File: src/rtl/sram_bus_pkg.sv
// rtl/sram_bus_pkg.sv - shared widths and state encoding for the SRAM bus arbiter
package sram_bus_pkg;

  localparam int ADDR_W = 32;
  localparam int TYPE_W = 6;
  localparam int LINE_W = 256;
  localparam int STRB_W = 16;
  localparam int TMO_W  = 11;

  typedef enum logic [1:0] {
    IDLE   = 2'd0,
    RD_REQ = 2'd1,
    RD_RSP = 2'd2,
    WR_REQ = 2'd3
  } arb_state_t;

endpackage

File: src/rtl/sram_bus_arbiter_rr_pick.sv
// rtl/sram_bus_arbiter_rr_pick.sv - combinational round-robin picker (rr_pick)
// Picks the first requester strictly after ptr, wrapping explicitly at N-1.
module rr_pick #(
  parameter int N  = 3,
  parameter int IW = (N > 1) ? $clog2(N) : 1
) (
  input  logic [N-1:0]  req,
  input  logic [IW-1:0] ptr,
  output logic [N-1:0]  grant,
  output logic [IW-1:0] idx,
  output logic          valid
);

  always_comb begin
    int cand;
    cand  = 0;
    grant = '0;
    idx   = '0;
    valid = 1'b0;
    for (int k = 1; k <= N; k++) begin
      cand = int'(ptr) + k;
      // explicit modulo: N need not be a power of two
      if (cand >= N) cand = cand - N;
      if (!valid && req[IW'(cand)]) begin
        valid              = 1'b1;
        idx                = IW'(cand);
        grant[IW'(cand)]   = 1'b1;
      end
    end
  end

endmodule

File: src/rtl/sram_bus_arbiter.sv
// rtl/sram_bus_arbiter.sv - serialises NUM_M SRAM-style masters onto one downstream bus
// Optional watchdog enabled by SRAM_ARB_TIMEOUT_EN.
module sram_bus_arbiter
  import sram_bus_pkg::*;
#(
  parameter int NUM_M   = 3,
  parameter int TIMEOUT = 1024
) (
  input  logic                      clk,
  input  logic                      rst,
  input  logic [NUM_M-1:0]          m_r_req,
  input  logic [NUM_M*ADDR_W-1:0]   m_r_addr,
  input  logic [NUM_M*TYPE_W-1:0]   m_r_type,
  output logic [NUM_M-1:0]          m_r_rdy,
  output logic [LINE_W-1:0]         m_re_data,
  output logic [NUM_M-1:0]          m_re_valid,
  input  logic [NUM_M-1:0]          m_w_req,
  input  logic [NUM_M*ADDR_W-1:0]   m_w_addr,
  input  logic [NUM_M*TYPE_W-1:0]   m_w_type,
  input  logic [NUM_M*LINE_W-1:0]   m_w_data,
  input  logic [NUM_M*STRB_W-1:0]   m_w_strb,
  output logic [NUM_M-1:0]          m_w_rdy,
  output logic                      s_r_req,
  output logic [ADDR_W-1:0]         s_r_addr,
  output logic [TYPE_W-1:0]         s_r_type,
  input  logic                      s_r_rdy,
  input  logic [LINE_W-1:0]         s_re_data,
  input  logic                      s_re_valid,
  output logic                      s_w_req,
  output logic [ADDR_W-1:0]         s_w_addr,
  output logic [TYPE_W-1:0]         s_w_type,
  output logic [LINE_W-1:0]         s_w_data,
  output logic [STRB_W-1:0]         s_w_strb,
  input  logic                      s_w_rdy,
  output logic                      err
);

  localparam int IW = $clog2(NUM_M);

  localparam logic [1:0] S_IDLE   = IDLE;
  localparam logic [1:0] S_RD_REQ = RD_REQ;
  localparam logic [1:0] S_RD_RSP = RD_RSP;
  localparam logic [1:0] S_WR_REQ = WR_REQ;

  logic [1:0]        state;
  logic [IW-1:0]     ptr;
  logic [IW-1:0]     gnt;
  logic [ADDR_W-1:0] addr_q;
  logic [TYPE_W-1:0] type_q;
  logic [LINE_W-1:0] data_q;
  logic [STRB_W-1:0] strb_q;

  logic [NUM_M-1:0]  pick_grant;
  logic [IW-1:0]     pick_idx;
  logic              pick_valid;
  logic              pick_is_wr;
  logic              tmo_hit;
  logic              rd_tmo;
  logic              wr_tmo;

  rr_pick #(.N(NUM_M), .IW(IW)) u_pick (
    .req   (m_w_req | m_r_req),
    .ptr   (ptr),
    .grant (pick_grant),
    .idx   (pick_idx),
    .valid (pick_valid)
  );

  // a master's pending write beats its own read so writebacks precede refills
  assign pick_is_wr = |(pick_grant & m_w_req);

  // forward progress always wins over a watchdog expiry in the same cycle
  assign rd_tmo = tmo_hit && ((state == S_RD_REQ && !s_r_rdy) ||
                              (state == S_RD_RSP && !s_re_valid));
  assign wr_tmo = tmo_hit && (state == S_WR_REQ) && !s_w_rdy;

  always_ff @(posedge clk or posedge rst) begin
    if (rst) begin
      state  <= S_IDLE;
      ptr    <= IW'(NUM_M - 1);
      gnt    <= '0;
      addr_q <= '0;
      type_q <= '0;
      data_q <= '0;
      strb_q <= '0;
    end else begin
      case (state)
        S_IDLE: begin
          if (pick_valid) begin
            gnt <= pick_idx;
            ptr <= pick_idx;
            if (pick_is_wr) begin
              state  <= S_WR_REQ;
              addr_q <= m_w_addr[int'(pick_idx)*ADDR_W +: ADDR_W];
              type_q <= m_w_type[int'(pick_idx)*TYPE_W +: TYPE_W];
              data_q <= m_w_data[int'(pick_idx)*LINE_W +: LINE_W];
              strb_q <= m_w_strb[int'(pick_idx)*STRB_W +: STRB_W];
            end else begin
              state  <= S_RD_REQ;
              addr_q <= m_r_addr[int'(pick_idx)*ADDR_W +: ADDR_W];
              type_q <= m_r_type[int'(pick_idx)*TYPE_W +: TYPE_W];
            end
          end
        end
        S_RD_REQ: begin
          if (s_r_rdy)     state <= S_RD_RSP;
          else if (rd_tmo) state <= S_IDLE;
        end
        S_RD_RSP: if (s_re_valid || rd_tmo) state <= S_IDLE;
        S_WR_REQ: if (s_w_rdy || wr_tmo) state <= S_IDLE;
        default:  state <= S_IDLE;
      endcase
    end
  end

  assign s_r_req  = (state == S_RD_REQ);
  assign s_r_addr = addr_q;
  assign s_r_type = type_q;
  assign s_w_req  = (state == S_WR_REQ);
  assign s_w_addr = addr_q;
  assign s_w_type = type_q;
  assign s_w_data = data_q;
  assign s_w_strb = strb_q;

  always_comb begin
    m_r_rdy    = '0;
    m_w_rdy    = '0;
    m_re_valid = '0;
    m_re_data  = '0;
    if (state == S_RD_REQ && (s_r_rdy || rd_tmo)) m_r_rdy[gnt] = 1'b1;
    if (state == S_RD_RSP && s_re_valid) begin
      m_re_valid[gnt] = 1'b1;
      m_re_data       = s_re_data;
    end else if (rd_tmo) begin
      m_re_valid[gnt] = 1'b1;
    end
    if (state == S_WR_REQ && (s_w_rdy || wr_tmo)) m_w_rdy[gnt] = 1'b1;
  end

`ifdef SRAM_ARB_TIMEOUT_EN
  logic [TMO_W-1:0] tmo_cnt;
  logic             err_q;

  always_ff @(posedge clk or posedge rst) begin
    if (rst) begin
      tmo_cnt <= '0;
      err_q   <= 1'b0;
    end else begin
      if (state == S_IDLE || (state == S_RD_REQ && s_r_rdy)) tmo_cnt <= '0;
      else tmo_cnt <= tmo_cnt + 1'b1;
      if (rd_tmo || wr_tmo) err_q <= 1'b1;
    end
  end

  assign tmo_hit = (state != S_IDLE) && (tmo_cnt == TMO_W'(TIMEOUT - 1));
  assign err     = err_q;
`else
  localparam int unused_timeout = TIMEOUT;
  assign tmo_hit = 1'b0;
  assign err     = 1'b0;
`endif

endmodule
File: config.mk
export PLATFORM = sky130hd
export DESIGN_NAME = sram_bus_arbiter
export DESIGN_NICKNAME = d
export VERILOG_FILES = /design/src/rtl/sram_bus_pkg.sv /design/src/rtl/sram_bus_arbiter_rr_pick.sv /design/src/rtl/sram_bus_arbiter.sv
export SDC_FILE = /design/constraint.sdc
export NUM_CORES = 1
export LEC_CHECK = 0
export CAP_MARGIN = 20
export CORE_AREA = 2 2 748 750
export DETAILED_ROUTE_END_ITERATION = 16
export DIE_AREA = 0 0 750 752
export HOLD_SLACK_MARGIN = 0.02
export PLACE_DENSITY_LB_ADDON = 0.2
export SYNTH_ARGS = -nofsm -noshare
export SYNTH_HDL_FRONTEND = slang
export SYNTH_SLANG_ARGS = --single-unit
export TNS_END_PERCENT = 5
File: constraint.sdc
create_clock -name clk -period 16.9 [get_ports clk]
set_input_delay 1.69 -clock clk [delete_from_list [all_inputs] [get_ports clk]]
set_output_delay 1.69 -clock clk [all_outputs]
set_load 0.005 [all_outputs]
* Yosys cells after proc, flatten, opt, wreduce, memory -nomap -nowiden *
Index checks and enable logic that the tools add are counted.

word-level totals
  bits in registers = 316
  bits in latches = 0
  memory bits (writable) = 0
  ROM bits = 0
  bits of input ports = 1,311
  memories = 0

operators by class
  add/subtract/negate cells = 6
  multiply operators = 1
  div/mod/pow operators = 0
  magnitude comparators = 11
  equality and inequality tests = 7
  shifts and indexed selects = 6
  mux-type cells = 41
  bitwise operators = 4
  reductions and logical operators = 16

operators with widths
  cell                 number
  $shiftx 768x11->256  1
  $mux 256             1
  $shiftx 96x8->32     2
  $shiftx 48x7->16     1
  $mux 32              1
  $shiftx 18x32->6     1
  $mux 2               11
  $mux 3               6
  $shiftx 18x6->6      1
  $mux 1               13
  $lt 2x4->1 const B   3
  $ge 3x2->1 const B   3
  $logic_and 1x1->1    9
  $or 3x3->3           3
  $demux 1 s2          4
  $ge 2x1->1 const B   4
  $pmux 2 s4           1
  $add 2x2->3 const B  2
  $bmux 1 s2           3
  $mux 6               1
  $sub 2x1->2 const B  3
  $eq 2x2->1 const B   2
  $mul 2x2->4 const B  1
  $ne 2x1->1 const B   2
  other kinds (11)     13

* Logic depth before layout (Yosys ltp) *
Gate-level depths: netlist of run 1.

  word-level depth = 18
  mapped depth = 16
  mapped depth without buffers = 9

* Modules after synthesis *
From an unflattened synthesis of run 1, not the netlist that was laid out.

unflattened totals
  cells, all modules = 2,480
  area, all modules = 21,115.3 um2

modules (own cells, without submodules)
  module            instances  cells each  area an instance (um2)  seq. area each (um2)
  sram_bus_arbiter  1          2,415       20,666.1                7,883.8
  rr_pick           1          65          449.2                   0.0

* Worst setup path after synthesis of run 1 *
No wires, ideal clock.

  path kind = input-to-output
  start = in s_re_valid
  end = out m_re_data[100]
  arrival time = 2,547 ps
  data required time = 15,210 ps
  slack = 12,663 ps
  stages = 5
  buffers on the path = 2
  cell sequence = nand2_1 -> nor2_1 -> clkbuf_1 -> clkbuf_1 -> and2_1

between the ends
  longest elaborated chain between the ends = 2

ends and longest elaborated chain
  item                line                     source
  start: declaration  sram_bus_arbiter.sv:28   input logic s_re_valid,
  $logic_and 1x1->1   sram_bus_arbiter.sv:131  if (state == S_RD_RSP && s_re_valid) begin
  $mux 256            sram_bus_arbiter.sv:131
  end: declaration    sram_bus_arbiter.sv:15   output logic [LINE_W-1:0] m_re_data,

Every way passes these cells.

* Worst setup path in the final report of run 1 *
  start = reg ptr[0]
  end = reg data_q[76], in the netlist s_w_data[76]

between the ends
  longest elaborated chain between the ends = 16

ends and longest elaborated chain
  item                                                                  line                    source
  start: declaration                                                    sram_bus_arbiter.sv:46  logic [IW-1:0] ptr;
  start signal: assignment                                              sram_bus_arbiter.sv:80  ptr <= IW'(NUM_M - 1);
  start signal: assignment                                              sram_bus_arbiter.sv:91  ptr <= pick_idx;
  parallel branches: the longest is 16 deep, another holds $add 2x1->3  n/a
  end signal: assignment                                                sram_bus_arbiter.sv:96  data_q <= m_w_data[int'(pick_idx)*LINE_W +: LINE_W];
  end: declaration                                                      sram_bus_arbiter.sv:50  logic [LINE_W-1:0] data_q;

Parallel ways; which one is timed is not known. The select of a mux whose other input is x is not followed.
A chain may end at the register's enable or synchronous reset.

==> results of run 1 <==
[kinds of logic after synthesis]
kind of cell	after synthesis
other cells	1
flops	315
mux	39
buf+inv	322
compound gates	457
fa+ha+maj	6
simple gates	1857
[power breakdown]
part	switching [mW]	internal [mW]	total [mW]
Sequential	0.588	1.13	1.72
Combinational	5.58	2.15	7.73
Clock	0.546	0.745	1.29
Total	6.71	4.03	10.7
[final cells by class]
type	instances	area (sq um)	area share
Multi-Input combinational cell	2360	12500	0.239
Inverter	7	33.8	0.000646
Clock buffer	80	1570	0.0300
Sequential cell	315	7880	0.151
Timing Repair Buffer	1996	19900	0.381
Tap cell	7452	9320	0.178
Antenna cell	319	798	0.0153
Clock inverter	19	303	0.00579
[cell usage after synthesis (all sizes together) (3+ instances only)]
| library cell | number | area share |
|---|---|---|
| or2 | 4 | 0.0012 |
| and2 | 257 | 0.074 |
| o211a | 3 | 0.0014 |
| and3 | 272 | 0.078 |
| dfrtp | 314 | 0.36 |
| a211oi | 3 | 0.0013 |
| nor2 | 285 | 0.049 |
| a2111oi | 39 | 0.016 |
| o21ai | 5 | 0.0012 |
| o31ai | 274 | 0.095 |
| buf | 102 | 0.030 |
| a21oi | 6 | 0.0014 |
| nor3 | 11 | 0.0028 |
| mux2i | 38 | 0.017 |
| inv | 7 | 0.0012 |
| o211ai | 79 | 0.028 |
| ha | 6 | 0.0035 |
| nand2 | 1018 | 0.18 |
| a32oi | 38 | 0.015 |
| clkbuf | 213 | 0.037 |
[registers in the layout, indices dropped and copies added, names as in the netlist]
| name | count |
|---|---|
| s_w_data | 256 |
| s_r_addr | 32 |
| s_w_strb | 16 |
| s_r_type | 6 |
| ptr | 2 |
| state | 2 |
| gnt | 1 |
[tightest hold or removal path: stages (launching register included)]
cell and delay (ns):
sky130_fd_sc_hd__dfrtp_1 0.35, sky130_fd_sc_hd__nand2_1 0.06, sky130_fd_sc_hd__o31ai_1 0.06
[worst min-delay path by stage]
stage          slack [ns]          start            end  cells after the start
6_report             0.51   s_w_data[35]   s_w_data[35]                      2
5_1_grt              0.55   s_w_data[84]   s_w_data[84]                      2
4_1_cts              0.51   s_w_data[35]   s_w_data[35]                      2
3_5_place_dp         0.49   s_w_data[35]   s_w_data[35]                      2
3_3_place_gp         0.55  s_w_data[118]  s_w_data[118]                      2
2_1_floorplan        0.47    s_w_data[0]    s_w_data[0]                      2
[metal layers]
| layer | share of wire | track usage |
|---|---|---|
| met2 | 0.50 | 0.331 |
| met1 | 0.33 | 0.180 |
| met4 | 0.050 | 0.0782 |
| met5 | 0.0020 | 0 |
| met3 | 0.12 | 0.0959 |
[metrics by stage]
stage                     setup slack, ns  hold slack, ns  area (sq um)  std cells
after floorplan                      6.50           0.471         21700       2997
after global routing                 8.18           0.546         52100      12482
after CTS                            8.48           0.511         51500      12227
after detailed placement             8.16           0.492         49600      12128
after global placement               7.20           0.549         49500      12117
final                                8.43           0.508         52300      12548
==> impl_metrics.env, run 1 <==
export IMPL_result_of_the_run="completed"
export IMPL_period_needed_ns=8.47
export IMPL_timing_critical_path_cells="inv_1, ha_1, nor4b_1, a2111oi_0, buf_1, and3b_1, o311a_1, buf_4, o31ai_4, buf_4, buf_4, buf_4, buf_4, nand2_1, o31ai_1"
export IMPL_ff2ff_setup_slack_ns=8.43
export IMPL_fin_setup_tns_ns=0
export IMPL_worst_slew_pin_transition_ns=1.38
export IMPL_irDropWorstVdd_mv=0.171
export IMPL_worstPathArrival_ns=9.09
export IMPL_clk_latency_ns=0.75
export IMPL_max_stage_delay_ns=0.89
export IMPL_row_count=274
export IMPL_critPathKind="reg2reg"
export IMPL_grt_first_pass_wirelength_mm=648
export IMPL_synth_fp_nets=4314
export IMPL_clk_path_buf_depth=3
export IMPL_critical_path_depth=15
export IMPL_synth_top_family_by_area="simple AND/OR/NAND/NOR gates"
export IMPL_layout_cells_most_common_list="sky130_fd_sc_hd__clkdlybuf4s50_1, sky130_fd_sc_hd__nand2_1, sky130_fd_sc_hd__dfrtp_1"
export IMPL_crit_slowest_cell="sky130_fd_sc_hd__ha_1"
export IMPL_cts_tree="built"
export IMPL_syn2layout_area_growth_pct=140
export IMPL_via_density=2.95
export IMPL_postSynth_topFlopCell="sky130_fd_sc_hd__dfrtp_1"
export IMPL_cts_root_buffer="sky130_fd_sc_hd__clkbuf_16"
export IMPL_postCtsHoldBufs=0
export IMPL_relSlewSlack=0.0790
export IMPL_post_route_period_util=0.501
export IMPL_h_tree_depth=2
export IMPL_timing_fmax_mhz=118
export IMPL_floorplan_die_area_sq_um=564000
export IMPL_worst_path_max_fanout=64
export IMPL_end_kind="flip-flop"
export IMPL_synth_edff_count=0
export IMPL_synth_compound_gate_area_share=0.163
export IMPL_dr_total_vias=37039
export IMPL_io_pins=1927
export IMPL_dp_final_hpwl_mm=495
export IMPL_total_leakage_power_nw=18.6
export IMPL_synth_simple_area_share=0.384
export IMPL_n_fill_cell=65171
export IMPL_synthesized_instance_count=2997
export IMPL_grt_start_max_net_pins=181
export IMPL_ant_nets=0
export IMPL_routed_wl_mm=548
export IMPL_mappedNetlistArea_sq_um=21700
export IMPL_route_detailed_wl_per_inst_microns=43.7
export IMPL_ys_types=45
export IMPL_postCtsSetupBuffers=0
export IMPL_critPathLaunchType="flip-flop"
export IMPL_dr_first_iter_drc_count=3230
export IMPL_globalRouteTotalUtil=0.186
export IMPL_setup_repair_after_global_routing_missed_its_margin="no"
export IMPL_cts_sinks=315
export IMPL_synth_area_per_cell_sq_um=7.26
export IMPL_post_synthesis_xor_xnor_area_fraction=0
export IMPL_required_time_of_the_critical_path_ns=17.52
export IMPL_yosys_mux_area_fraction=0.0185
export IMPL_synth_fa_ha_area_frac=0.00345
export IMPL_critical_path_buf_inv_count=7
export IMPL_yosys_register_bits=315
export IMPL_utilization=0.0941
export IMPL_final_common_cell="sky130_fd_sc_hd__clkdlybuf4s50_1"
export IMPL_drtPass1Iterations=7
export IMPL_cts_clk_slew_worst_paths_ns=0.06
export IMPL_finalSetupViolCount=0
export IMPL_timing_critical_path_to="s_w_data[76]"
export IMPL_crit_reg2reg_launch="ptr[0]"
export IMPL_initial_core_util=0.0391
export IMPL_gp_routability_congestion=1.05
export IMPL_drt_drc_violations_left=0
export IMPL_tritoncts_num_buffers=55
export IMPL_power_total_mw=10.7
export IMPL_maxCapViolations=0
export IMPL_worstSetupStartpoint="ptr[0]"
export IMPL_cpLargestDelayFamily="buffers and inverters"
export IMPL_portBuffers=1925
export IMPL_vias_in_the_first_global_route=39564
export IMPL_final_net_count=6052
export IMPL_synth_yosys_warnings=0
export IMPL_power_per_cell_area_nw_per_um2=205
export IMPL_finalHoldViolations=0
export IMPL_fraction_of_layout_instances_using_a_drive_strength_above_1=0.0360
export IMPL_synthArstFlopShare=1.00
export IMPL_worstHoldPathType="reg2reg"
export IMPL_critical_path_top_cell_by_count="sky130_fd_sc_hd__buf_4"
export IMPL_synth_seq_area_share=0.363
export IMPL_core_region_area_sq_um=556000
export IMPL_antenna_found_initial=336
export IMPL_postCtsResizedCells=0
export IMPL_critical_path_reg2reg_endpoint="s_w_data[76]"
export IMPL_fin_skew_ns=0.0321
export IMPL_fp_dieH_microns=752
export IMPL_die_width_microns=750
export IMPL_reg2regPathDepth=15
export IMPL_timing_final_max_slew_violations=0
export IMPL_gr_total_overflow=0
No activity file was read; power rests on OpenSTA's default activity.
==> inputs of run 2 (changes only) <==
CORE_AREA = 2 2 759 761   (was 2 2 748 750)
DIE_AREA = 0 0 761 763   (was 0 0 750 752)
clock period = 8.4 ns   (was 16.9 ns; I/O delays follow)
==> impl_metrics.env, run 2 <==
export IMPL_netlist_area_leader_share=0.361
export IMPL_run_stop_error="[ERROR GPL-0305] RePlAce diverged during gradient descent calculation, resulting in an invalid step length (Inf or NaN). This is often caused by numerical instability ..."
export IMPL_mappedNetlistArea_sq_um=21700
export IMPL_synth_area_top_cells="sky130_fd_sc_hd__dfrtp_1, sky130_fd_sc_hd__nand2_1, sky130_fd_sc_hd__o31ai_1"
export IMPL_synthesized_instance_count=2997
export IMPL_synth_edff_count=0
export IMPL_synth_seq_area_share=0.363
export IMPL_yosysMostFrequentCell="sky130_fd_sc_hd__nand2_1"
export IMPL_result_of_the_run="stopped before the end"
export IMPL_most_instantiated_cells_after_synthesis="sky130_fd_sc_hd__nand2_1, sky130_fd_sc_hd__dfrtp_1, sky130_fd_sc_hd__nor2_1"
export IMPL_fp_dieH_microns=763
export IMPL_postSynth_topFlopCell="sky130_fd_sc_hd__dfrtp_1"
export IMPL_last_stage_reached="global placement (3_3_place_gp)"
export IMPL_io_pins=1927
export IMPL_die_width_microns=761
export IMPL_synth_yosys_warnings=0
export IMPL_synth_fp_nets=4314
export IMPL_ys_types=45
export IMPL_initial_core_util=0.0380
export IMPL_synthDominantAreaCellType="sky130_fd_sc_hd__dfrtp_1"
export IMPL_row_count=278
export IMPL_synthArstFlopShare=1.00
export IMPL_portBuffers=1925
export IMPL_yosys_register_bits=315
export IMPL_synth_area_per_cell_sq_um=7.26
run 2: cell families after synthesis:
group	count (synthesis)	share of synthesized area
muxes	39	0.0185
buffers and inverters	322	0.0680
and+or+nand+nor	1857	0.384
adders and majority gates	6	0.00345
other	1	0.000172
AOI/OAI and AO/OA	457	0.163
DFF	315	0.363
==> inputs of run 3 (changes only) <==
HOLD_SLACK_MARGIN = default   (was 0.02)
PLACE_DENSITY_LB_ADDON = 0.15   (was 0.2)
==> impl_metrics.env, run 3 (synthesis results as in run 1) <==
export IMPL_result_of_the_run="completed"
export IMPL_place_worst_setup_slack_ns=3.23
export IMPL_n_fill_cell=66783
export IMPL_cts_root_buffer="sky130_fd_sc_hd__clkbuf_16"
export IMPL_via_density=2.53
export IMPL_timing_final_max_slew_violations=0
export IMPL_final_critical_path_setup_slack_ns=3.03
export IMPL_hold_path_endpoint="s_w_data[207]"
export IMPL_met2_demand_to_capacity_share_in_global_routing=0.229
export IMPL_globalRouteMet1Util=0.123
export IMPL_maxCapViolations=0
export IMPL_h_tree_depth=2
export IMPL_dp_final_hpwl_mm=343
export IMPL_routed_wl_mm=386
export IMPL_initial_core_util=0.0380
export IMPL_syn2layout_area_growth_pct=139
export IMPL_largest_reg_flops=256
export IMPL_power_per_cell_area_nw_per_um2=346
export IMPL_min_path_cells=2
export IMPL_dr_first_iter_drc_count=1743
export IMPL_final_common_cell="sky130_fd_sc_hd__clkdlybuf4s50_1"
export IMPL_die_width_microns=761
export IMPL_period_needed_ns=5.37
export IMPL_relSlewSlack=0.162
export IMPL_worstHoldPathType="reg2reg"
export IMPL_critPathLaunchType="flip-flop"
export IMPL_critical_path_reg2reg_endpoint="s_w_data[43]"
export IMPL_drtPass1Iterations=5
export IMPL_grt_met3_usage=0.0768
export IMPL_io_pins=1927
export IMPL_worst_slew_pin_transition_ns=1.23
export IMPL_multi_input_area_sq_um=12500
export IMPL_antenna_found_initial=293
export IMPL_dr_total_vias=31514
export IMPL_layout_cells_most_common_list="sky130_fd_sc_hd__clkdlybuf4s50_1, sky130_fd_sc_hd__nand2_1, sky130_fd_sc_hd__dfrtp_1"
export IMPL_route_detailed_wl_per_inst_microns=30.9
export IMPL_fin_setup_tns_ns=0
export IMPL_reg2regPathDepth=12
export IMPL_irDropWorstVdd_mv=0.241
export IMPL_regArea_sq_um=7880
export IMPL_portBuffers=1925
export IMPL_ant_nets=0
export IMPL_clk_latency_ns=0.75
export IMPL_post_route_period_util=0.639
export IMPL_setup_repair_after_global_routing_missed_its_margin="no"
export IMPL_total_leakage_power_nw=18.7
export IMPL_worst_path_max_fanout=153
export IMPL_fin_skew_ns=0.0332
export IMPL_finalSetupViolCount=0
export IMPL_critPathKind="reg2reg"
export IMPL_gp_routability_congestion=0.939
export IMPL_cts_tree="built"
export IMPL_cts_clk_slew_worst_paths_ns=0.06
export IMPL_worstPathArrival_ns=5.97
export IMPL_fp_dieH_microns=763
export IMPL_drt_drc_violations_left=0
export IMPL_required_time_of_the_critical_path_ns=9.01
export IMPL_row_count=278
export IMPL_ff2ff_setup_slack_ns=3.03
export IMPL_vias_in_the_first_global_route=33041
export IMPL_crit_reg2reg_launch="ptr[0]"
export IMPL_core_region_area_sq_um=572000
export IMPL_finalHoldViolations=0
export IMPL_grt_start_max_net_pins=204
export IMPL_clk_path_buf_depth=3
export IMPL_gr_total_overflow=0
export IMPL_postCtsSetupBuffers=0
export IMPL_cts_sinks=315
export IMPL_floorplan_die_area_sq_um=581000
export IMPL_end_kind="flip-flop"
export IMPL_postCtsHoldBufs=0
export IMPL_globalRouteTotalUtil=0.127
export IMPL_tritoncts_num_buffers=56
export IMPL_hold_path_startpoint="s_w_data[207]"
export IMPL_global_route_layer_with_the_greatest_usage="met2"
export IMPL_grt_first_pass_wirelength_mm=463
export IMPL_postCtsResizedCells=0
export IMPL_fraction_of_layout_instances_using_a_drive_strength_above_1=0.0365
export IMPL_final_net_count=6047
export IMPL_timing_fmax_mhz=186
run 3: worst max path at each step:
| stage | depth (start not counted) | start | endpoint | slack, ns |
|---|---|---|---|---|
| CTS | 6 | state[1] | m_re_data[104] | 3.16 |
| global placement | 11 | m_r_req[0] | s_w_data[35] | 3.14 |
| global route | 12 | ptr[0] | s_w_data[60] | 2.91 |
| finish | 12 | ptr[0] | s_w_data[43] | 3.03 |
| floorplan | 1 | rst | gnt[1] | 3.36 |
| detailed placement | 11 | m_w_req[0] | s_w_data[41] | 3.23 |
run 3: per-layer routing:
layer | vias to the layer above | part of all wire
li1 | 13735 | -
met1 | 15329 | 0.33
met2 | 1775 | 0.50
met3 | 549 | 0.14
met4 | 126 | 0.030
met5 | - | 0.0021
run 3: cell type report:
| type | instances | share of cell area |
|---|---|---|
| Clock buffer | 80 | 0.0312 |
| Sequential cell | 315 | 0.152 |
| Timing Repair Buffer | 1990 | 0.383 |
| Multi-Input combinational cell | 2360 | 0.240 |
| Tap cell | 7560 | 0.182 |
| Antenna cell | 141 | 0.00678 |
| Inverter | 7 | 0.000577 |
| Clock inverter | 21 | 0.00577 |
run 3: per-stage QoR:
step           total power [mW]  cells  hold slack (ns)  area [sq um]    util
6_report                   18.0  12474            0.474         52000  0.0909
5_1_grt                    19.6  12426            0.491         51900  0.0907
4_1_cts                    18.8  12332            0.423         51600  0.0902
3_5_place_dp               16.0  12231            0.466         49700  0.0869
3_3_place_gp               16.1  12228            0.463         49700  0.0869
2_1_floorplan              7.70   2997            0.471         21700       -
run 3: worst max-delay path, cell delays in order (launching register included):
cell                        delay (ns)
sky130_fd_sc_hd__dfrtp_1          0.32
sky130_fd_sc_hd__buf_4            0.26
sky130_fd_sc_hd__inv_1            0.20
sky130_fd_sc_hd__ha_1             0.67
sky130_fd_sc_hd__o21ai_1          0.34
sky130_fd_sc_hd__a2111oi_0        0.62
sky130_fd_sc_hd__and3b_1          0.30
sky130_fd_sc_hd__o311a_1          0.51
sky130_fd_sc_hd__buf_4            0.35
sky130_fd_sc_hd__o31ai_4          0.13
sky130_fd_sc_hd__buf_12           0.19
sky130_fd_sc_hd__buf_12           0.30
sky130_fd_sc_hd__o31ai_1          0.46
run 3: where the power goes:
part	switching (mW)	total [mW]	leakage [nW]	internal, mW
combinational	7.87	12.2	13.8	4.32
sequential	0.953	3.22	3.94	2.27
clock	1.09	2.61	0.942	1.52
total	9.92	18.0	18.7	8.10
